File: config.mk
export PLATFORM = sky130hd
export DESIGN_NAME = parity_tx_ctrl
export DESIGN_NICKNAME = d
export VERILOG_FILES = /design/src/rtl/parity_tx_ctrl.sv
export SDC_FILE = /design/constraint.sdc
export NUM_CORES = 1
export LEC_CHECK = 0
export CORE_MARGIN = 8
export CORE_UTILIZATION = 30
export DETAILED_ROUTE_END_ITERATION = 8
export GPL_ROUTABILITY_DRIVEN = 0
export PLACE_DENSITY = 0.46
export SYNTH_ARGS = -nofsm -noshare
export SYNTH_HDL_FRONTEND = slang
export SYNTH_SLANG_ARGS = --single-unit
File: constraint.sdc
create_clock -name clk -period 2.85 [get_ports clk]
set_input_delay 0.855 -clock clk [delete_from_list [all_inputs] [get_ports clk]]
set_output_delay 0.855 -clock clk [all_outputs]
set_load 0.02 [all_outputs]
File: src/rtl/parity_tx_ctrl.sv
// parity_tx_ctrl: serial transmitter framing one byte as start, 8 data bits LSB first, parity, stop
// Ports: clk (rising-edge clock), rst_n (async active-low reset), in_data/in_valid (byte offer),
//        in_ready (accepting, IDLE only), tx (registered serial line, idle high),
//        busy (frame in progress), done (one-cycle pulse in the last STOP cycle)
module parity_tx_ctrl #(
  parameter int CLKS_PER_BIT = 16,
  parameter int ODD_PARITY   = 0
) (
  input  logic       clk,
  input  logic       rst_n,
  input  logic [7:0] in_data,
  input  logic       in_valid,
  output logic       in_ready,
  output logic       tx,
  output logic       busy,
  output logic       done
);
  typedef enum logic [2:0] {IDLE, START, DATA, PARITY, STOP} state_t;
  localparam logic [15:0] LAST = 16'(CLKS_PER_BIT - 1);
  // done is registered, so it is raised one cycle early to land in the final STOP cycle
  localparam logic [15:0] PEN  = 16'(CLKS_PER_BIT - 2);
  localparam logic        ODD  = (ODD_PARITY != 0);
  state_t      r_state;
  logic [15:0] r_cnt;
  logic [2:0]  r_idx;
  logic [7:0]  r_data;
  logic        r_par, r_tx, r_busy, r_ready, r_done;
  logic        w_tick;
  assign w_tick   = (r_cnt == LAST);
  assign in_ready = r_ready;
  assign tx       = r_tx;
  assign busy     = r_busy;
  assign done     = r_done;
  always_ff @(posedge clk or negedge rst_n)
    if (!rst_n) begin
      r_state <= IDLE;
      r_cnt   <= '0;
      r_idx   <= '0;
      r_data  <= '0;
      r_par   <= 1'b0;
      r_tx    <= 1'b1;
      r_busy  <= 1'b0;
      r_ready <= 1'b1;
      r_done  <= 1'b0;
    end else begin
      r_done <= 1'b0;
      if (r_state != IDLE) r_cnt <= w_tick ? '0 : r_cnt + 16'd1;
      case (r_state)
        IDLE: if (in_valid && r_ready) begin
          r_data  <= in_data;
          r_par   <= ^in_data ^ ODD;
          r_cnt   <= '0;
          r_idx   <= '0;
          r_tx    <= 1'b0;
          r_busy  <= 1'b1;
          r_ready <= 1'b0;
          r_state <= START;
        end
        START: if (w_tick) begin
          r_tx    <= r_data[0];
          r_state <= DATA;
        end
        DATA: if (w_tick) begin
          if (r_idx == 3'd7) begin
            r_tx    <= r_par;
            r_state <= PARITY;
          end else begin
            r_tx  <= r_data[r_idx + 3'd1];
            r_idx <= r_idx + 3'd1;
          end
        end
        PARITY: if (w_tick) begin
          r_tx    <= 1'b1;
          r_state <= STOP;
        end
        STOP: begin
          r_done <= (r_cnt == PEN);
          if (w_tick) begin
            r_busy  <= 1'b0;
            r_ready <= 1'b1;
            r_state <= IDLE;
          end
        end
        default: r_state <= IDLE;
      endcase
    end
endmodule

==> results.md, run 1 <==
- Switch Pwr: 672 uW
- Cts bufs inserted: 5
- RSZ-0062 raised after global routing: no
- #FFs+latches synth: 35
- Share of layout cells above drive strength 1: 13.7%
- Critical path arrival: 2.61 ns
- Height of the die: 95.8 microns
- PortBufs: 14
- Post-Syn Nets: 212
- Cell Rows: 29
- Required time worst endpoint: 3.05 ns
- Relative slew slack: 39.9%
- First-pass DRT Iterations: 5
- Setup Viol. Count Final: 0
- Synth area leaders: dfrtp_1 (43%), nand2_1 (5.5%), a31oi_1 (5.2%), mux2_2 (4.7%), nand3_1 (3.7%)
- Seq pwr share: 48.7%
- Reg clk slew, reported paths: 0.07 ns
- Sw Ratio: 36.6%
- Die Width: 95.8 microns
- Drt first-iter violations: 116
- Area Overhead vs Synth: 15.5%
- Hold_buf cts: 0
- Yosys top cell area share: 43.3%
- Htree depth: 2
- Root Buffer: clkbuf_8
- Hold WC Path Type: reg -> reg
- Least-Margin Pin Slew: 0.898 ns
- Synth warn: 0
- Clk Latency, worst-skew pair: 0.28 ns
- Top Ports: 15
- Peak VDD IR: 287 uV
- Post-synthesis sequential area ratio: 46.0%
- Fin nets: 227
- CTS tree: done
- Area leader, netlist: dfrtp_1
- Initial Utilization: 30.6%
- CTS resizes: 0
- Total GRT Usage: 10.4%
- Synth Instances: 197
- Wirelength per Cell: 14.8 microns
- LEAKAGE: 0.947 nW
- Clk sinks: 35
- Final TNS setup: 0 ns
- # Max-Cap Violations: 0
- Ys flop type: dfrtp_1
- Filler cells: 630
- Clock Skew: 0.00566 ns
- Ant diodes: 0
- HPWL after DPL: 2930 microns
- Reg area: 878 sq um
- CP Class: reg -> reg
- Placeable Area: 6240 sq um
- Worst setup margin: 0.441 ns
- Mean Syn Cell Area: 9.69 sq um
- Final WL: 4270 microns
- Crit-path max FO: 14
- Largest net degree at the start of global routing: 36
- Tot Pwr: 1.84 mW
- Vias in the first global route: 1,510
- Max-slew violation count: 0
- Critical Path Sink Type: flop
- Power Internal: 1.17 mW
- Place WS: 0.523 ns
- Outcome: completed
- FMAX: 0.415 GHz
- Via/cell ratio: 5.21
- Clock power share: 20.5%
- Post-synth EDFFs: 0
- Crit path launch type: flop
- Syn Std Cell Area: 1910 sq um
- Pwr dens: 833 nW/um^2
- Period utilization: 84.5%
- Postcts setup bufs: 0
- Residual DRC: 0
- Remaining antenna violation count: 0
- Utilization after layout: 35.3%
- Internal reg-to-reg setup slack: 0.44 ns
- Worst Hold Slack: 0.504 ns
- Hold Vio Cnt, Final: 0
- Clk buf depth: 2
- Vias: 1,505
- First-pass GRT wire length: 7530 microns
- Multi-input gate area: 982 sq um
- Initial antenna violation count: 0
- Area of the die: 9170 sq um
- Distinct cells, synth: 40
- Final global-route overflow total: 0
- Share of synthesized flip-flops with an asynchronous set or reset: 100%
- Comb power frac: 30.7%
- Final min period: 2.41 ns
power groups by stage:
| stage | logic (mW) | registers, mW | clock network [mW] |
|---|---|---|---|
| detailed placement | 0.570 | 0.904 | 0 |
| finish | 0.565 | 0.895 | 0.377 |
| CTS | 0.573 | 0.897 | 0.387 |
| floorplan | 0.459 | 0.841 | 0 |
| global route | 0.644 | 0.933 | 0.410 |
| global placement | 0.561 | 0.904 | 0 |
flip-flops by register name, indices dropped and copies added, names as in the netlist:
| name | cells |
|---|---|
| r_cnt | 16 |
| r_data | 8 |
| r_idx | 3 |
| r_state | 3 |
| busy | 1 |
| done | 1 |
| in_ready | 1 |
| r_par | 1 |
| tx | 1 |
final cells by class:
| class | count | share of cell area [%] |
|---|---|---|
| Clock buffer | 6 | 3.74 |
| Timing Repair Buffer | 17 | 7.15 |
| Inverter | 1 | 0.170 |
| Multi-Input combinational cell | 152 | 44.5 |
| Sequential cell | 35 | 39.8 |
| Clock inverter | 1 | 0.227 |
| Tap cell | 77 | 4.37 |
synth_stat cells, drive strengths merged (2+ instances only):
cell / number
a41oi: 3
a31oi: 16
nor2: 15
buf: 4
or4: 4
xnor2: 8
ha: 4
mux2i: 3
nand2: 29
a22oi: 2
dfrtp: 33
clkbuf: 5
mux2: 8
and3: 5
nand3: 14
nor3: 4
nor4: 2
dfstp: 2
a21oi: 9
o21ai: 14
per-stage QoR:
step	instances	area, sq um
2_1_floorplan	197	1910
3_3_place_gp	282	2120
3_5_place_dp	282	2120
4_1_cts	289	2210
5_1_grt	289	2210
6_report	289	2210
path summary, 6_finish.rpt:
path / cells after the start / to / from
max in group asynchronous: 1 / r_cnt[10] / rst_n
worst max-delay path: 7 / r_cnt[13] / r_cnt[0]
min in group asynchronous: 1 / r_data[5] / rst_n
worst max register to register: 7 / r_cnt[13] / r_cnt[0]
worst min register to register: 1 / r_cnt[13] / r_cnt[13]
worst min-delay path: 1 / r_cnt[13] / r_cnt[13]
routing by layer:
metal | share of wire, % | GRT usage [%] | vias to the layer above
li1 | - | - | 748
met1 | 51 | 14.3 | 722
met2 | 43 | 15.5 | 33
met3 | 5.3 | 2.96 | 2
met4 | 0.59 | 2.69 | 0
met5 | 0 | 0 | -
cell usage in the layout, fill, tap and decap left out, types with 2 or more instances in the layout:
master,count
a21oi_1,8
a22oi_1,2
a31oi_1,16
a41oi_1,3
and3_1,5
buf_4,3
clkbuf_8,6
clkdlybuf4s50_1,13
dfrtp_1,33
dfstp_2,2
ha_1,4
mux2_2,8
mux2i_1,3
nand2_1,28
nand3_1,14
nor2_1,15
nor3_1,3
o21ai_0,9
o21ai_1,5
or4_1,2
or4_4,2
xnor2_1,8
critical path, stage by stage (launching register included):
cell	delay [ns]
dfrtp_1	0.42
ha_1	0.24
nand3_1	0.28
nor4_4	0.07
buf_4	0.17
nor2_1	0.68
o21ai_0	0.24
a31oi_1	0.22
logic make-up (layout without fill, tap and decap cells):
logic type / after synthesis / after routing / share of synthesized area (%)
buffers and inverters: 10 / 25 / 2.56
AO/OA/AOI/OAI: 49 / 49 / 16.3
flip-flops: 35 / 35 / 46.0
multiplexers: 12 / 12 / 7.47
AND/OR/NAND/NOR: 78 / 78 / 21.0
adder cells (fa/ha/maj): 4 / 4 / 2.62
XOR/XNOR: 9 / 9 / 4.13
No activity file was read; power rests on OpenSTA's default activity.
==> inputs of run 2 (changes only) <==
==> constraint.sdc (replaced) <==
create_clock -name clk -period 2.23 [get_ports clk]
set_input_delay 0.669 -clock clk [delete_from_list [all_inputs] [get_ports clk]]
set_output_delay 0.669 -clock clk [all_outputs]
set_load 0.02 [all_outputs]
==> run 2 against run 1 <==
Against the previous run:
- total power increased by 31%
- flip-flop and latch count unchanged
- wire length increased by 0.40%
- sequential share of layout area decreased by 1.9 points
- worst hold slack got worse by 0.17 ns
==> results.md, run 2 (synthesized netlist as in run 1, its figures left out) <==
- Wirelength per Cell: 14.2 microns (-4.2%)
- Vias in the first global route: 1,539 (+1.9%)
- Via/cell ratio: 5.19 (-0.37%)
- Max-slew violation count: 0 (unchanged)
- CTS tree: done
- Cell Rows: 29 (unchanged)
- Outcome: completed
- Crit path launch type: flop
- Area Overhead vs Synth: 21.4%
- Placeable Area: 6240 sq um (unchanged)
- Most frequent cells in the layout: dfrtp_1 (33), nand2_1 (28), a31oi_1 (16)
- Clock Skew: 0.00563 ns (-0.0000340 ns)
- Die Width: 95.8 microns (unchanged)
- First-pass GRT wire length: 7460 microns (-0.92%)
- Total GRT Usage: 10.5% (+0.13 points)
- Crit-path cells: clkdlybuf4s50_1
- Bufs and invs on worst path: 1 (unchanged)
- Clk Latency, worst-skew pair: 0.29 ns (about the same)
- Critical Path Sink Type: primary output
- CTS resizes: 0 (unchanged)
- Required time worst endpoint: 1.56 ns (-1.49 ns)
- RSZ-0062 raised after global routing: no
- Postcts setup bufs: 0 (unchanged)
- Top Ports: 15 (unchanged)
- Root Buffer: clkbuf_8
- Clk sinks: 35 (unchanged)
- Clk buf depth: 2 (unchanged)
- HPWL after DPL: 3080 microns (+5.0%)
- Final Cell Area: 2320 sq um (+5.0%)
- # Max-Cap Violations: 0 (unchanged)
- Final min period: 2.17 ns
- Pwr dens: 1040 nW/um^2 (+25%)
- Biggest register: r_cnt
- CP delay by family, top: buffers and inverters
- Residual DRC: 0 (unchanged)
- Initial antenna violation count: 0 (unchanged)
- Cts bufs inserted: 5 (unchanged)
- Hold_buf cts: 0 (unchanged)
- Final global-route overflow total: 0 (unchanged)
- Final WL: 4290 microns (+0.40%)
- Ant diodes: 0 (unchanged)
- Most common cell after layout, fill and taps aside: dfrtp_1
- Setup Viol. Count Final: 0 (unchanged)
- Hold WC Path Type: in -> async
- CP Class: reg -> out
- Critical path's largest stage delay: 0.62 ns (-0.06 ns)
- Height of the die: 95.8 microns (unchanged)
- Peak VDD IR: 364 uV (+27%)
- Hold Vio Cnt, Final: 0 (unchanged)
- Final TNS setup: 0 ns (unchanged)
- Crit-path max FO: 6 (-8)
- Share of layout cells above drive strength 1: 19.0% (+5.3 points)
- Period utilization: 97.2%
- Drt first-iter violations: 69 (-41%)
- Htree depth: 2 (unchanged)
- Vias: 1,572 (+4.5%)
- Initial Utilization: 30.6% (unchanged)
- LEAKAGE: 1.01 nW (+6.4%)
- Least-Margin Pin Slew: 0.350 ns (-0.548 ns)
- Remaining antenna violation count: 0 (unchanged)
- Reg clk slew, reported paths: 0.08 ns (about the same)
- Largest net degree at the start of global routing: 36 (unchanged)
- Relative slew slack: 76.7% (+37 points)
- First-pass DRT Iterations: 4 (-1)
- Fin nets: 240 (+5.7%)
- FMAX: 0.462 GHz
- PortBufs: 14 (unchanged)
- Area of the die: 9170 sq um (unchanged)
- Biggest regs: r_cnt x16, r_data x8
- Critical path arrival: 1.50 ns (-1.11 ns)
- Max reg flops: 16 (unchanged)
- CP max-delay cell: clkdlybuf4s50_1
- Placed instance area: 2230 sq um (+5.2%)
## run 2: cell count changes in the layout (fill, tap and decap cells not counted)
cell        before  now
buf_4            3   15
clkinvlp_4       0    2
buf_12           0    1
clkbuf_8         6    5
## run 2: through the flow
| stage | hold slack, ns | setup slack (ns) | total power [mW] | utilization [%] | instances |
|---|---|---|---|---|---|
| 3_5_place_dp | 0.486 | 0.0840 | 1.96 | 35.7 | 295 |
| 6_report | 0.332 | 0.0633 | 2.41 | 37.1 | 303 |
| 5_1_grt | 0.338 | 0.0146 | 2.61 | 37.1 | 303 |
| 2_1_floorplan | 0.373 | 0.142 | 1.66 | - | 197 |
| 4_1_cts | 0.331 | 0.0503 | 2.44 | 37.1 | 303 |
| 3_3_place_gp | 0.478 | 0.0947 | 1.97 | 35.7 | 295 |
## run 2: per-layer routing
metal,vias up,GRT usage [%],part of all wire [%]
li1,788,-,-
met1,748,14.7,51
met2,34,15.0,44
met3,2,2.96,4.2
met4,0,3.46,0.79
met5,-,0,0
## run 2: final cells by class
class / count / area (sq um)
flip-flops and latches: 35 / 878
inverters: 1 / 3.75
clock buffers: 5 / 68.8
fillers: 662 / 3920
multi-input cells: 152 / 982
well taps: 77 / 96.3
clock inverters: 3 / 20.0
repair buffers: 30 / 268
## run 2: where the power goes
part	total, mW	switching, mW	internal [mW]
logic	0.833	0.406	0.426
registers	1.12	0.232	0.883
clock network	0.462	0.245	0.217
## run 2: final timing paths
check                           from   endpoint  slack, ns  depth (start not counted)
hold / removal                 rst_n  r_data[7]       0.33                          2
min in group clk                  tx         tx       0.49                          2
setup / recovery            in_ready   in_ready       0.06                          1
max in group asynchronous      rst_n         tx       1.65                          2
setup reg to reg           r_cnt[13]  r_cnt[15]       0.07                          5
hold reg to reg                   tx         tx       0.49                          2
